[config.mk]
export PLATFORM = sky130hd
export DESIGN_NAME = cordic_iter_rot
export DESIGN_NICKNAME = d
export VERILOG_FILES = /design/src/rtl/cordic_iter_rot.sv
export SDC_FILE = /design/constraint.sdc
export NUM_CORES = 1
export LEC_CHECK = 0
export CORE_MARGIN = 10
export CORE_UTILIZATION = 30
export DETAILED_ROUTE_END_ITERATION = 10
export MAX_ROUTING_LAYER = met4
export SLEW_MARGIN = 10
export SYNTH_ARGS = -nofsm -noshare
export SYNTH_HDL_FRONTEND = slang
export SYNTH_SLANG_ARGS = --single-unit
[constraint.sdc]
create_clock -name clk -period 7.7 [get_ports clk]
set_input_delay 1.54 -clock clk [delete_from_list [all_inputs] [get_ports clk]]
set_output_delay 1.54 -clock clk [all_outputs]
set_load 0.05 [all_outputs]
[src/rtl/cordic_iter_rot.sv]
// cordic_iter_rot: iterative CORDIC rotator producing cos/sin of a signed Q10.12 degree angle.
// Optional macro ANGLE_FOLD_EN widens the accepted range from +/-90 to +/-180 degrees.
module cordic_iter_rot #(
    parameter int WIDTH_INPUT  = 4,
    parameter int WIDTH_OUTPUT = 22,
    parameter int ITER         = 16
) (
    input  logic                    clk,
    input  logic                    rst_n,
    input  logic                    start,
    input  logic [WIDTH_OUTPUT-1:0] angle_in,
    output logic [WIDTH_INPUT-1:0]  tbl_idx,
    input  logic [WIDTH_OUTPUT-1:0] tbl_angle,
    output logic                    busy,
    output logic                    done,
    output logic                    range_err,
    output logic [WIDTH_OUTPUT-1:0] cos_out,
    output logic [WIDTH_OUTPUT-1:0] sin_out
);

    localparam int IW = WIDTH_INPUT + 1;
    localparam int W  = WIDTH_OUTPUT;
    localparam logic [IW-1:0]       ITER_L   = IW'(ITER);
    localparam logic signed [W-1:0] INV_GAIN = W'(32'sd2487);
    localparam logic signed [W-1:0] DEG90    = W'(32'sd368640);
    localparam logic signed [W-1:0] DEG180   = W'(32'sd737280);

    typedef enum logic [1:0] {
        IDLE = 2'd0,
        RUN  = 2'd1,
        DONE = 2'd2
    } state_t;

    state_t                 state_r;
    logic [IW-1:0]          iter_r;
    logic [IW-1:0]          iter_inc_s;
    logic [WIDTH_INPUT-1:0] idx_nxt_s;
    logic signed [W-1:0]    x_r, y_r, z_r;
    logic signed [W-1:0]    angle_s, z_init_s;
    logic signed [W-1:0]    x_sh_s, y_sh_s;
    logic signed [W-1:0]    x_nxt_s, y_nxt_s, z_nxt_s;
    logic signed [W-1:0]    cos_fin_s, sin_fin_s;
    logic signed [W-1:0]    tbl_s;
    logic                   in_range_s;
`ifdef ANGLE_FOLD_EN
    logic                   fold_s;
    logic                   neg_r;
`endif

    assign angle_s = $signed(angle_in);
    assign tbl_s   = $signed(tbl_angle);

    // Range check of the requested angle and the starting residual angle
    always_comb begin
        in_range_s = 1'b0;
        z_init_s   = angle_s;
`ifdef ANGLE_FOLD_EN
        fold_s     = 1'b0;
        if (angle_s > DEG180 || angle_s < -DEG180) begin
            in_range_s = 1'b0;
        end else if (angle_s > DEG90) begin
            // rotate by (angle - 180) and negate the result: cos/sin(a) = -cos/sin(a - 180)
            in_range_s = 1'b1;
            fold_s     = 1'b1;
            z_init_s   = angle_s - DEG180;
        end else if (angle_s < -DEG90) begin
            in_range_s = 1'b1;
            fold_s     = 1'b1;
            z_init_s   = angle_s + DEG180;
        end else begin
            in_range_s = 1'b1;
        end
`else
        if (angle_s > DEG90 || angle_s < -DEG90) begin
            in_range_s = 1'b0;
        end else begin
            in_range_s = 1'b1;
        end
`endif
    end

    // One micro-rotation; direction follows the sign of the residual angle
    always_comb begin
        x_sh_s = x_r >>> iter_r;
        y_sh_s = y_r >>> iter_r;
        if (!z_r[W-1]) begin
            x_nxt_s = x_r - y_sh_s;
            y_nxt_s = y_r + x_sh_s;
            z_nxt_s = z_r - tbl_s;
        end else begin
            x_nxt_s = x_r + y_sh_s;
            y_nxt_s = y_r - x_sh_s;
            z_nxt_s = z_r + tbl_s;
        end
    end

    // Final result selection and next table index
    always_comb begin
`ifdef ANGLE_FOLD_EN
        if (neg_r) begin
            cos_fin_s = -x_r;
            sin_fin_s = -y_r;
        end else begin
            cos_fin_s = x_r;
            sin_fin_s = y_r;
        end
`else
        cos_fin_s = x_r;
        sin_fin_s = y_r;
`endif
        iter_inc_s = iter_r + IW'(32'd1);
        if (iter_inc_s < ITER_L) begin
            idx_nxt_s = iter_inc_s[WIDTH_INPUT-1:0];
        end else begin
            idx_nxt_s = {WIDTH_INPUT{1'b0}};
        end
    end

    // Control FSM, datapath registers and registered outputs
    always_ff @(posedge clk or negedge rst_n) begin
        if (!rst_n) begin
            state_r   <= IDLE;
            iter_r    <= {IW{1'b0}};
            x_r       <= {W{1'b0}};
            y_r       <= {W{1'b0}};
            z_r       <= {W{1'b0}};
            tbl_idx   <= {WIDTH_INPUT{1'b0}};
            busy      <= 1'b0;
            done      <= 1'b0;
            range_err <= 1'b0;
            cos_out   <= {W{1'b0}};
            sin_out   <= {W{1'b0}};
`ifdef ANGLE_FOLD_EN
            neg_r     <= 1'b0;
`endif
        end else begin
            case (state_r)
                IDLE: begin
                    done      <= 1'b0;
                    range_err <= 1'b0;
                    tbl_idx   <= {WIDTH_INPUT{1'b0}};
                    if (start) begin
                        busy <= 1'b1;
                        if (in_range_s) begin
                            state_r <= RUN;
                            iter_r  <= {IW{1'b0}};
                            x_r     <= INV_GAIN;
                            y_r     <= {W{1'b0}};
                            z_r     <= z_init_s;
`ifdef ANGLE_FOLD_EN
                            neg_r   <= fold_s;
`endif
                        end else begin
                            state_r   <= DONE;
                            done      <= 1'b1;
                            range_err <= 1'b1;
                            cos_out   <= {W{1'b0}};
                            sin_out   <= {W{1'b0}};
                        end
                    end else begin
                        busy <= 1'b0;
                    end
                end
                RUN: begin
                    // the cycle after the last micro-rotation publishes the result
                    if (iter_r == ITER_L) begin
                        state_r <= DONE;
                        done    <= 1'b1;
                        tbl_idx <= {WIDTH_INPUT{1'b0}};
                        cos_out <= cos_fin_s;
                        sin_out <= sin_fin_s;
                    end else begin
                        x_r     <= x_nxt_s;
                        y_r     <= y_nxt_s;
                        z_r     <= z_nxt_s;
                        iter_r  <= iter_inc_s;
                        tbl_idx <= idx_nxt_s;
                    end
                end
                DONE: begin
                    state_r   <= IDLE;
                    busy      <= 1'b0;
                    done      <= 1'b0;
                    range_err <= 1'b0;
                end
                default: begin
                    state_r   <= IDLE;
                    busy      <= 1'b0;
                    done      <= 1'b0;
                    range_err <= 1'b0;
                    tbl_idx   <= {WIDTH_INPUT{1'b0}};
                end
            endcase
        end
    end

endmodule
==> impl_metrics.yaml, run 1 <==
clocking:
  clkLatencyLatePin_ps: 440
  root_buffer: "clkbuf_16"
  numCtsBuffers: 17
  cts_setup_buffers: 0
  tritoncts: "yes"
  cts_resized: 0
  cts_hold_buf: 0
  cts.reportedPaths.clkPinSlew_ps: 60
  cts_htree_levels: 4
  clk_path_buf_depth: 2
  cts_sinks: 124
layout:
  layout_commonest_cell: "nand2_1"
  drive_gt1_share_pct: 8.45
  area_growth_pct: 16.6
  layout_common_cells: "nand2_1 (211), dfrtp_1 (121), o21ai_0 (117)"
  nets: 1588
sta:
  max_slew.worst_pin.slew_ps: 1050
  relSlewSlack_pct: 29.7
  post-route-period-util_pct: 83.4
  finalSetupViolCount: 0
  fmax_mhz: 156
  skew_ps: 11.4
  report.final.slew_viol_count: 0
  hold_viol_final: 0
  fin_crit_ps: 6420
  grt_setup_unrepaired: "false"
  finalSetupTns_ps: 0
setup_path:
  max_stage_delay_ps: 920
  crit_required_ps: 7990
  rrSetupSlack_ps: 1280
  cp_slowest_cell: "dfrtp_2"
  r2r-start: "iter_r[0]$_DFFE_PN0P_"
  startpoint_type: "flop"
  worst_setup_path_end_kind: "flop"
  worstReg2RegEnd: "sin_fin_s[21]$_DFFE_PN0P_"
  worst-path-max-fanout: 33
  cp_cell_sequence: "mux2_4 -> a222oi_1 -> o221ai_1 -> a21oi_1 -> ha_1 -> o2111ai_1 -> or3_1 -> nor2_2 -> a21o_1 -> nand2_1 -> mux2i_1 -> a21oi_1 -> ha_1 -> a21o_1 -> a21o_1 -> a21oi_1 -> o21ai_0 -> a21o_1 -> a41o_1 -> o41ai_1 -> xnor3_1 -> a21oi_1 -> o22ai_1"
  arrival_ps: 6710
  rr_worst_depth: 23
  criticalPathCategory: "reg -> reg"
hold_path:
  hold_class: "reg -> reg"
  holdPathEnd: "sin_out[14]$_DFFE_PN0P_"
  holdCritStartpoint: "sin_out[14]$_DFFE_PN0P_"
  hold-path-cell-count: 2
floorplan:
  io-pin-count: 98
  num_rows: 72
  start_util_pct: 30.4
  die_area_mm2: 0.0476
  die-height_um: 218
  die_x_um: 218
  coreArea_mm2: 0.0387
detailed_routing:
  post_drt_wl_per_cell_um: 18.8
  drtAntennaViolNets: 0
  drc: 0
  wl_um: 37500
  via_count: 10822
  drtPass1Iterations: 8
  avgViaCountPerCell: 5.42
  drtIter0Drc: 774
synth:
  yosysUniqueCellTypes: 87
  synth_top_family_by_area: "compound AO/OA/AOI/OAI gates"
  synth_compound_area_share_pct: 21.4
  synthCells: 1417
  netlist_area_mm2: 0.0118
  avgSynthCellArea_um2: 8.31
  ys_warn_count: 0
  synth_seq_cells: 124
  synthFlopType: "dfrtp_1"
  synth_edf_count: 0
  synthAdderAreaFrac_pct: 8.16
  synthSimpleGateAreaFrac_pct: 18.5
  async_flop_share_pct: 100
  syn_nets: 1539
  synth_mux_area_share_pct: 12.4
  synth_xor_area_share_pct: 8.58
  yosysSeqAreaShare_pct: 26.3
grt:
  grt_pass1_vias: 10739
  grt_usage_pct: 16.1
  grt_antenna_before_repair: 0
  grt_max_degree: 72
  gr-total-overflow: 0
  grt_first_pass_wirelength_um: 59600
job:
  max_cap_viol_count: 0
placed_design:
  dp_hpwl_um: 27900
  gp_congestion: 0.944
  portBuffers: 97
outcome:
  status: "completed"
==> Yosys cell counts, types with 7 or more instances <==
cell type    n  area [um2]
buf_2       12        60.1
and3_1      11        68.8
dfrtp_1    124        3100
o22ai_1     10        62.6
o31ai_1     16         120
buf_1       15        56.3
a22o_1       7        61.3
nand2b_1    19         119
nand3_1     19        95.1
buf_6        7        78.8
nand2_1    211         792
nor3_1      31         155
a21oi_1    107         536
xnor2_1     47         412
o21a_1      12        90.1
nor2b_1     15        93.8
a31oi_1     21         131
mux2_2      10         113
mux4_2      35         788
xor2_1      64         561
o21bai_1     9        67.6
inv_1       37         139
ha_1        72         901
mux2i_1     49         490
a21o_1      28         210
and2_1       8        50.1
o21ai_1     11        55.1
nor2_1     114         428
o21ai_0    117         586
clkbuf_1    48         180
==> flip-flops by register name, summed over array words and instances, names as in the netlist <==
name,flops
z_r,22
done,1
state_r,2
range_err,1
iter_r,5
cos_fin_s,22
busy,1
cos_out,22
sin_out,22
sin_fin_s,22
tbl_idx,4
==> worst max-delay path by stage <==
stage                     slack (ps)  cells after the start             startpoint                         to
after detailed placement        1450                     23  iter_r[0]$_DFFE_PN0P_  sin_fin_s[21]$_DFFE_PN0P_
after global routing             790                     23  iter_r[0]$_DFFE_PN0P_  sin_fin_s[21]$_DFFE_PN0P_
after floorplan                 2310                     26  iter_r[0]$_DFFE_PN0P_  sin_fin_s[21]$_DFFE_PN0P_
final                           1280                     23  iter_r[0]$_DFFE_PN0P_  sin_fin_s[21]$_DFFE_PN0P_
after CTS                       1420                     23  iter_r[0]$_DFFE_PN0P_  sin_fin_s[21]$_DFFE_PN0P_
after global placement          1620                     20  iter_r[0]$_DFFE_PN0P_  cos_fin_s[21]$_DFFE_PN0P_
==> critical path: cells and delay by family, from the launching register on <==
| family | cells | cell delay, ps |
|---|---|---|
| XOR/XNOR | 1 | 410 |
| adder cells (fa/ha/maj) | 2 | 460 |
| flip-flops | 1 | 920 |
| AO/OA/AOI/OAI | 15 | 3370 |
| multiplexers | 2 | 500 |
| AND/OR/NAND/NOR | 3 | 610 |
==> cells by family (layout without fill, tap and decap cells) <==
group                    after synthesis  after routing
multiplexers                         100            100
AND/OR/NAND/NOR                      475            475
other                                  0              1
buffers and inverters                125            187
XOR/XNOR                             113            113
adder cells (fa/ha/maj)               75             75
AO/OA/AOI/OAI                        405            405
flip-flops                           124            124
==> cell type report <==
type / instances / area [um2]
Antenna cell: 1 / 2.50
Clock buffer: 17 / 425
Clock inverter: 15 / 150
Fill cell: 4069 / 25000
Inverter: 41 / 154
Multi-Input combinational cell: 1168 / 8150
Sequential cell: 124 / 3110
Tap cell: 518 / 648
Timing Repair Buffer: 114 / 1100
==> metal layers <==
metal  vias to the layer above  wire length [um]  global-route usage [%]
li1                       5215                 -                       -
met1                      5188             16800                    19.8
met2                       358             17700                    26.1
met3                        61              1930                    2.71
met4                         0              1030                    5.65
met5                         -                 0                       -
==> metrics by stage <==
| stage | instance area [um2] | setup slack (ps) | utilization, % | cells | hold WS (ps) |
|---|---|---|---|---|---|
| global placement | 13200 | 1620 | 34.0 | 1965 | 462 |
| detailed placement | 13200 | 1450 | 34.0 | 1965 | 469 |
| CTS | 13700 | 1420 | 35.5 | 1997 | 482 |
| finish | 13700 | 1280 | 35.5 | 1998 | 473 |
| global route | 13700 | 786 | 35.5 | 1997 | 504 |
| floorplan | 11800 | 2310 | - | 1417 | 454 |
Power of run 1 is not shown: default switching activity piles up to over one toggle a cycle in this logic, so the estimate is an artifact.
==> inputs of run 2 (changes only) <==
==> constraint.sdc (replaced) <==
create_clock -name clk -period 6.6 [get_ports clk]
set_input_delay 1.32 -clock clk [delete_from_list [all_inputs] [get_ports clk]]
set_output_delay 1.32 -clock clk [all_outputs]
set_load 0.05 [all_outputs]
==> run 2 against run 1 <==
  * Die area stayed put
  * Final cell count is 1.2% higher
  * Worst hold slack improved by 2.3 ps
  * Final area rose by 1.8%
  * Core utilization is 0.63 points higher
==> impl_metrics.yaml, run 2 (synthesis gave the netlist of run 1 again) <==
floorplan:
  coreArea_mm2: 0.0387
  start_util_pct: 30.4
  num_rows: 72
  die-height_um: 218
  die_area_mm2: 0.0476
  io-pin-count: 98
  die_x_um: 218
placed_design:
  placedCellCount: 1988
  dp_hpwl_um: 29100
  portBuffers: 97
  gp_congestion: 0.968
  post_dp_cell_area_mm2: 0.0133
clocking:
  cts_resized: 0
  clkLatencyLatePin_ps: 440
  root_buffer: "clkbuf_16"
  tritoncts: "yes"
  numCtsBuffers: 17
  cts_sinks: 124
  cts.reportedPaths.clkPinSlew_ps: 60
  cts_htree_levels: 4
  clk_path_buf_depth: 2
  cts_hold_buf: 0
  cts_setup_buffers: 0
detailed_routing:
  avgViaCountPerCell: 5.40
  via_count: 10910
  drtAntennaViolNets: 0
  met1_length_um: 17400
  wl_um: 38400
  met3_length_um: 1980
  wl_met2_um: 17900
  drc: 0
  drtPass1Iterations: 6
  drtIter0Drc: 732
  post_drt_wl_per_cell_um: 19.0
  topRoutingLayerUsed: "met4"
sta:
  finalSetupTns_ps: 0
  report.final.slew_viol_count: 0
  max_slew.worst_pin.slew_ps: 1060
  grt_setup_unrepaired: "false"
  relSlewSlack_pct: 29.0
  fin_crit_ps: 6140
  hold_viol_final: 0
  finalSetupViolCount: 0
  post-route-period-util_pct: 93.0
  fmax_mhz: 163
  skew_ps: 12.2
layout:
  fin_cells: 2021
  layout_common_cells: "nand2_1 (211), dfrtp_1 (121), o21ai_0 (117)"
  stdcell_area_mm2: 0.0140
  fin_util_pct: 36.1
  layout_commonest_cell: "nand2_1"
  drive_gt1_share_pct: 9.85
  nets: 1611
  area_growth_pct: 18.7
setup_path:
  arrival_ps: 6430
  worst_setup_path_end_kind: "flop"
  criticalPathCategory: "reg -> reg"
  worst-path-max-fanout: 22
  crit_required_ps: 6890
  startpoint_type: "flop"
grt:
  grt_first_pass_wirelength_um: 60700
  grt_usage_pct: 16.5
  gr-total-overflow: 0
  grt_pass1_vias: 10867
  grt_antenna_before_repair: 1
  grt_max_degree: 69
outcome:
  status: "completed"
hold_path:
  hold_class: "reg -> reg"
job:
  max_cap_viol_count: 0
[run 2: cell count changes in the layout (fill, tap and decap cells not counted)]
cell,previous run,this run
buf_4,17,39
clkinv_2,5,2
bufinv_16,2,4
buf_12,0,1
clkbuf_8,0,1
clkinv_4,3,2
clkinvlp_4,4,5
[run 2: worst paths after layout]
path	startpoint	endpoint	slack (ps)	depth (start not counted)
worst min-delay path	sin_out[10]$_DFFE_PN0P_	sin_out[10]$_DFFE_PN0P_	480	2
max in group asynchronous	rst_n	z_r[21]$_DFFE_PN0P_	4460	2
worst min register to register	sin_out[10]$_DFFE_PN0P_	sin_out[10]$_DFFE_PN0P_	480	2
min in group asynchronous	rst_n	sin_out[5]$_DFFE_PN0P_	880	1
worst max-delay path	iter_r[0]$_DFFE_PN0P_	sin_fin_s[21]$_DFFE_PN0P_	460	23
worst max register to register	iter_r[0]$_DFFE_PN0P_	sin_fin_s[21]$_DFFE_PN0P_	460	23
[run 2: metrics by stage]
stage	hold slack, ps	worst slack, ps
5_1_grt	495	32.5
6_report	476	463
3_5_place_dp	469	566
4_1_cts	482	493
2_1_floorplan	454	1210
3_3_place_gp	461	660
[run 2: layout make-up]
type	count	area, um2
fillers	4042	24800
multi-input cells	1168	8150
flip-flops and latches	124	3110
repair buffers	137	1280
well taps	518	648
clock buffers	18	439
clock inverters	14	194
inverters	41	154
diodes	1	2.50
[run 2: critical path, stage by stage, from the launching register on]
cell	delay, ps
dfrtp_2	750
mux2_4	360
a222oi_1	560
o221ai_1	320
a21oi_1	260
ha_1	240
o2111ai_1	140
or3_1	360
nor2_2	200
a21o_1	220
nand2_1	70
mux2i_1	120
a21oi_1	80
ha_1	210
a21o_1	180
a21o_1	170
a21oi_1	190
o21ai_0	130
a21o_1	180
a41o_1	250
o41ai_1	320
xnor3_1	400
a21oi_1	170
o22ai_1	110
[run 2: routing by layer]
metal	global-route usage [%]	up-vias
li1	-	5276
met1	20.3	5209
met2	26.7	360
met3	3.12	65
met4	5.51	0
met5	-	-
Power of run 2 is left out for the same reason.
==> RTL change (config.mk and constraints of run 2) <==
Re-encode `state_t` (3 states) as one-hot, 3 bits wide.
--- a/src/rtl/cordic_iter_rot.sv
+++ b/src/rtl/cordic_iter_rot.sv
@@ -27,6 +27,6 @@
 
-    typedef enum logic [1:0] {
-        IDLE = 2'd0,
-        RUN  = 2'd1,
-        DONE = 2'd2
+    typedef enum logic [2:0] {
+        IDLE = 3'b001,
+        RUN  = 3'b010,
+        DONE = 3'b100
     } state_t;
Behaviour: same outputs for any inputs over 10 cycles, from zero or initial values and one cycle with rst_n low; not proved beyond that.
==> RTL change against run 2 <==
Worst setup slack better by 0.11 ns. Routed wire length rose by 2.8%. Largest cell class unchanged. Cell area is 0.23% higher. Count of clock-buffer cells in the layout up 4. Global-route usage increased by 0.36 points. Clock skew about the same. Sequential cell count grew 1. Area after synthesis grew 1.1%.
Power is left out: the tool's default activity adds up to more than one toggle a clock period on the data nets, which glitch-free logic cannot reach.
==> RTL change: results (changes against run 2) <==
| Group | Item | This run | Delta |
|:---|:---|:---|:---|
| run status | Run status | complete, no violations |  |
| setup path | Number of cell instances on the worst register-to-register path | 22 | -4.3% |
| placement | Post-placement worst setup slack | 0.471 ns | -0.0955 ns |
| synthesis | Post-synth top cells | 144 x sky130_fd_sc_hd__nand2_1, 124 x sky130_fd_sc_hd__dfrtp_1, 117 x sky130_fd_sc_hd__nor2_1, 105 x sky130_fd_sc_hd__a21oi_1, 103 x sky130_fd_sc_hd__o21ai_0 |  |
| global route | Antenna violations before repair | 0 | -1 |
| setup path | Crit-path max cell delay | 0.80 ns | +0.05 ns |
| placement | Instance area at placement | 13400 µm² | +0.18% |
| global route | Maximum number of pins on one net before global-route repair | 78 | +13% |
| timing | Slew of the pin with the lowest slew margin | 1.11 ns | +0.0496 ns |
| setup path | Cell family with the largest share of critical-path delay | compound AO/OA/AOI/OAI gates |  |
| synthesis | Sequential element share of the synthesized area | 0.263 | -0.000534 |
| clock tree | Clock latency of the later-clocked register in the worst-skew pair | 0.45 ns |  |
| layout | Growth of design area from synthesis to finish | 17.7% |  |
| clock tree | Clock transition at the registers of the reported paths | 0.06 ns | about the same |
| routing | Number of iterations in the first detailed-routing pass | 5 | -1 |
| placement | Placed wire-length estimate after detailed placement | 29500 µm | +1.2% |
| routing | Via count | 10900 | -0.073% |
| routing | WL per Instance | 20.2 µm | +6.4% |
| placement | Routability cong. | 0.954 | -1.4% |
| layout | Antenna diode count | 0 | -1 |
| placement | Post-placement cell count | 1919 | -3.5% |
| synthesis | Synthesis Warnings | 0 | unchanged |
| routing | Vias per inst | 5.58 | +3.4% |
| setup path | Worst Path Max Fanout | 33 | +50% |
| layout | Filler cell count | 4021 | -0.52% |
| global route | Global-route wire length before repair | 61800 µm | +1.9% |
| placement | Number of port buffers | 97 | unchanged |
| routing | Drt first-iter violations | 1038 | +42% |
| synthesis | Largest cells by area after synthesis | sky130_fd_sc_hd__dfrtp_1 26%, sky130_fd_sc_hd__ha_1 7.6%, sky130_fd_sc_hd__mux4_2 6.1% |  |
| layout | Number of nets in the final layout | 1544 | -4.2% |
| global route | GRT Resource Usage Total | 0.168 | +0.00362 |
| synthesis | Number of distinct library cells after synthesis | 88 | +1.1% |
| layout | Fraction of layout cells with a size suffix above 1 | 0.105 | +0.00599 |
| synthesis | Syn avg cell area | 8.77 µm² | +5.5% |
RTL change: changes by cell type after synthesis, moves of 7 or more:
cell                      before  now
sky130_fd_sc_hd__nand3_1      19   27
sky130_fd_sc_hd__o21ai_0     117  103
sky130_fd_sc_hd__o21ai_1      11    1
sky130_fd_sc_hd__nor3_1       31   24
sky130_fd_sc_hd__xnor2_1      47   62
sky130_fd_sc_hd__nand2_1     211  144
sky130_fd_sc_hd__mux2_2       10   22
sky130_fd_sc_hd__o31ai_1      16    6
sky130_fd_sc_hd__inv_1        37   27
sky130_fd_sc_hd__xor2_1       64   54
sky130_fd_sc_hd__a22o_1        7   46
sky130_fd_sc_hd__mux4_1        0    7
RTL change: cell families after synthesis:
family                   Yosys count  synth area share
AND/OR/NAND/NOR                  411             0.162
AO/OA/AOI/OAI                    411             0.229
adder cells (fa/ha/maj)           75            0.0807
flip-flops                       125             0.263
multiplexers                     108             0.137
XOR/XNOR                         116            0.0854
buffers and inverters            111            0.0430
RTL change: final cells by class:
class                   instances  share of cell area
multi-input cells            1121               0.591
repair buffers                126              0.0878
clock buffers                  22              0.0331
flip-flops and latches        125               0.224
clock inverters                10             0.00982
well taps                     518              0.0463
inverters                      31             0.00831
RTL change: path summary, 6_finish.rpt:
path	startpoint	to	slack, ns
worst max-delay path	iter_r[2]	cos_fin_s[21]	0.57
worst min-delay path	z_r[0]	z_r[0]	0.49
worst max register to register	iter_r[2]	cos_fin_s[21]	0.57
worst min register to register	z_r[0]	z_r[0]	0.49
max in group asynchronous	rst_n	sin_fin_s[8]	4.57
min in group asynchronous	rst_n	cos_out[7]	0.89
RTL change: metal layers:
metal  part of all wire  global-route usage
met5                  0                   -
met1               0.46               0.214
met2               0.46               0.261
met4              0.026              0.0588
met3              0.058              0.0362
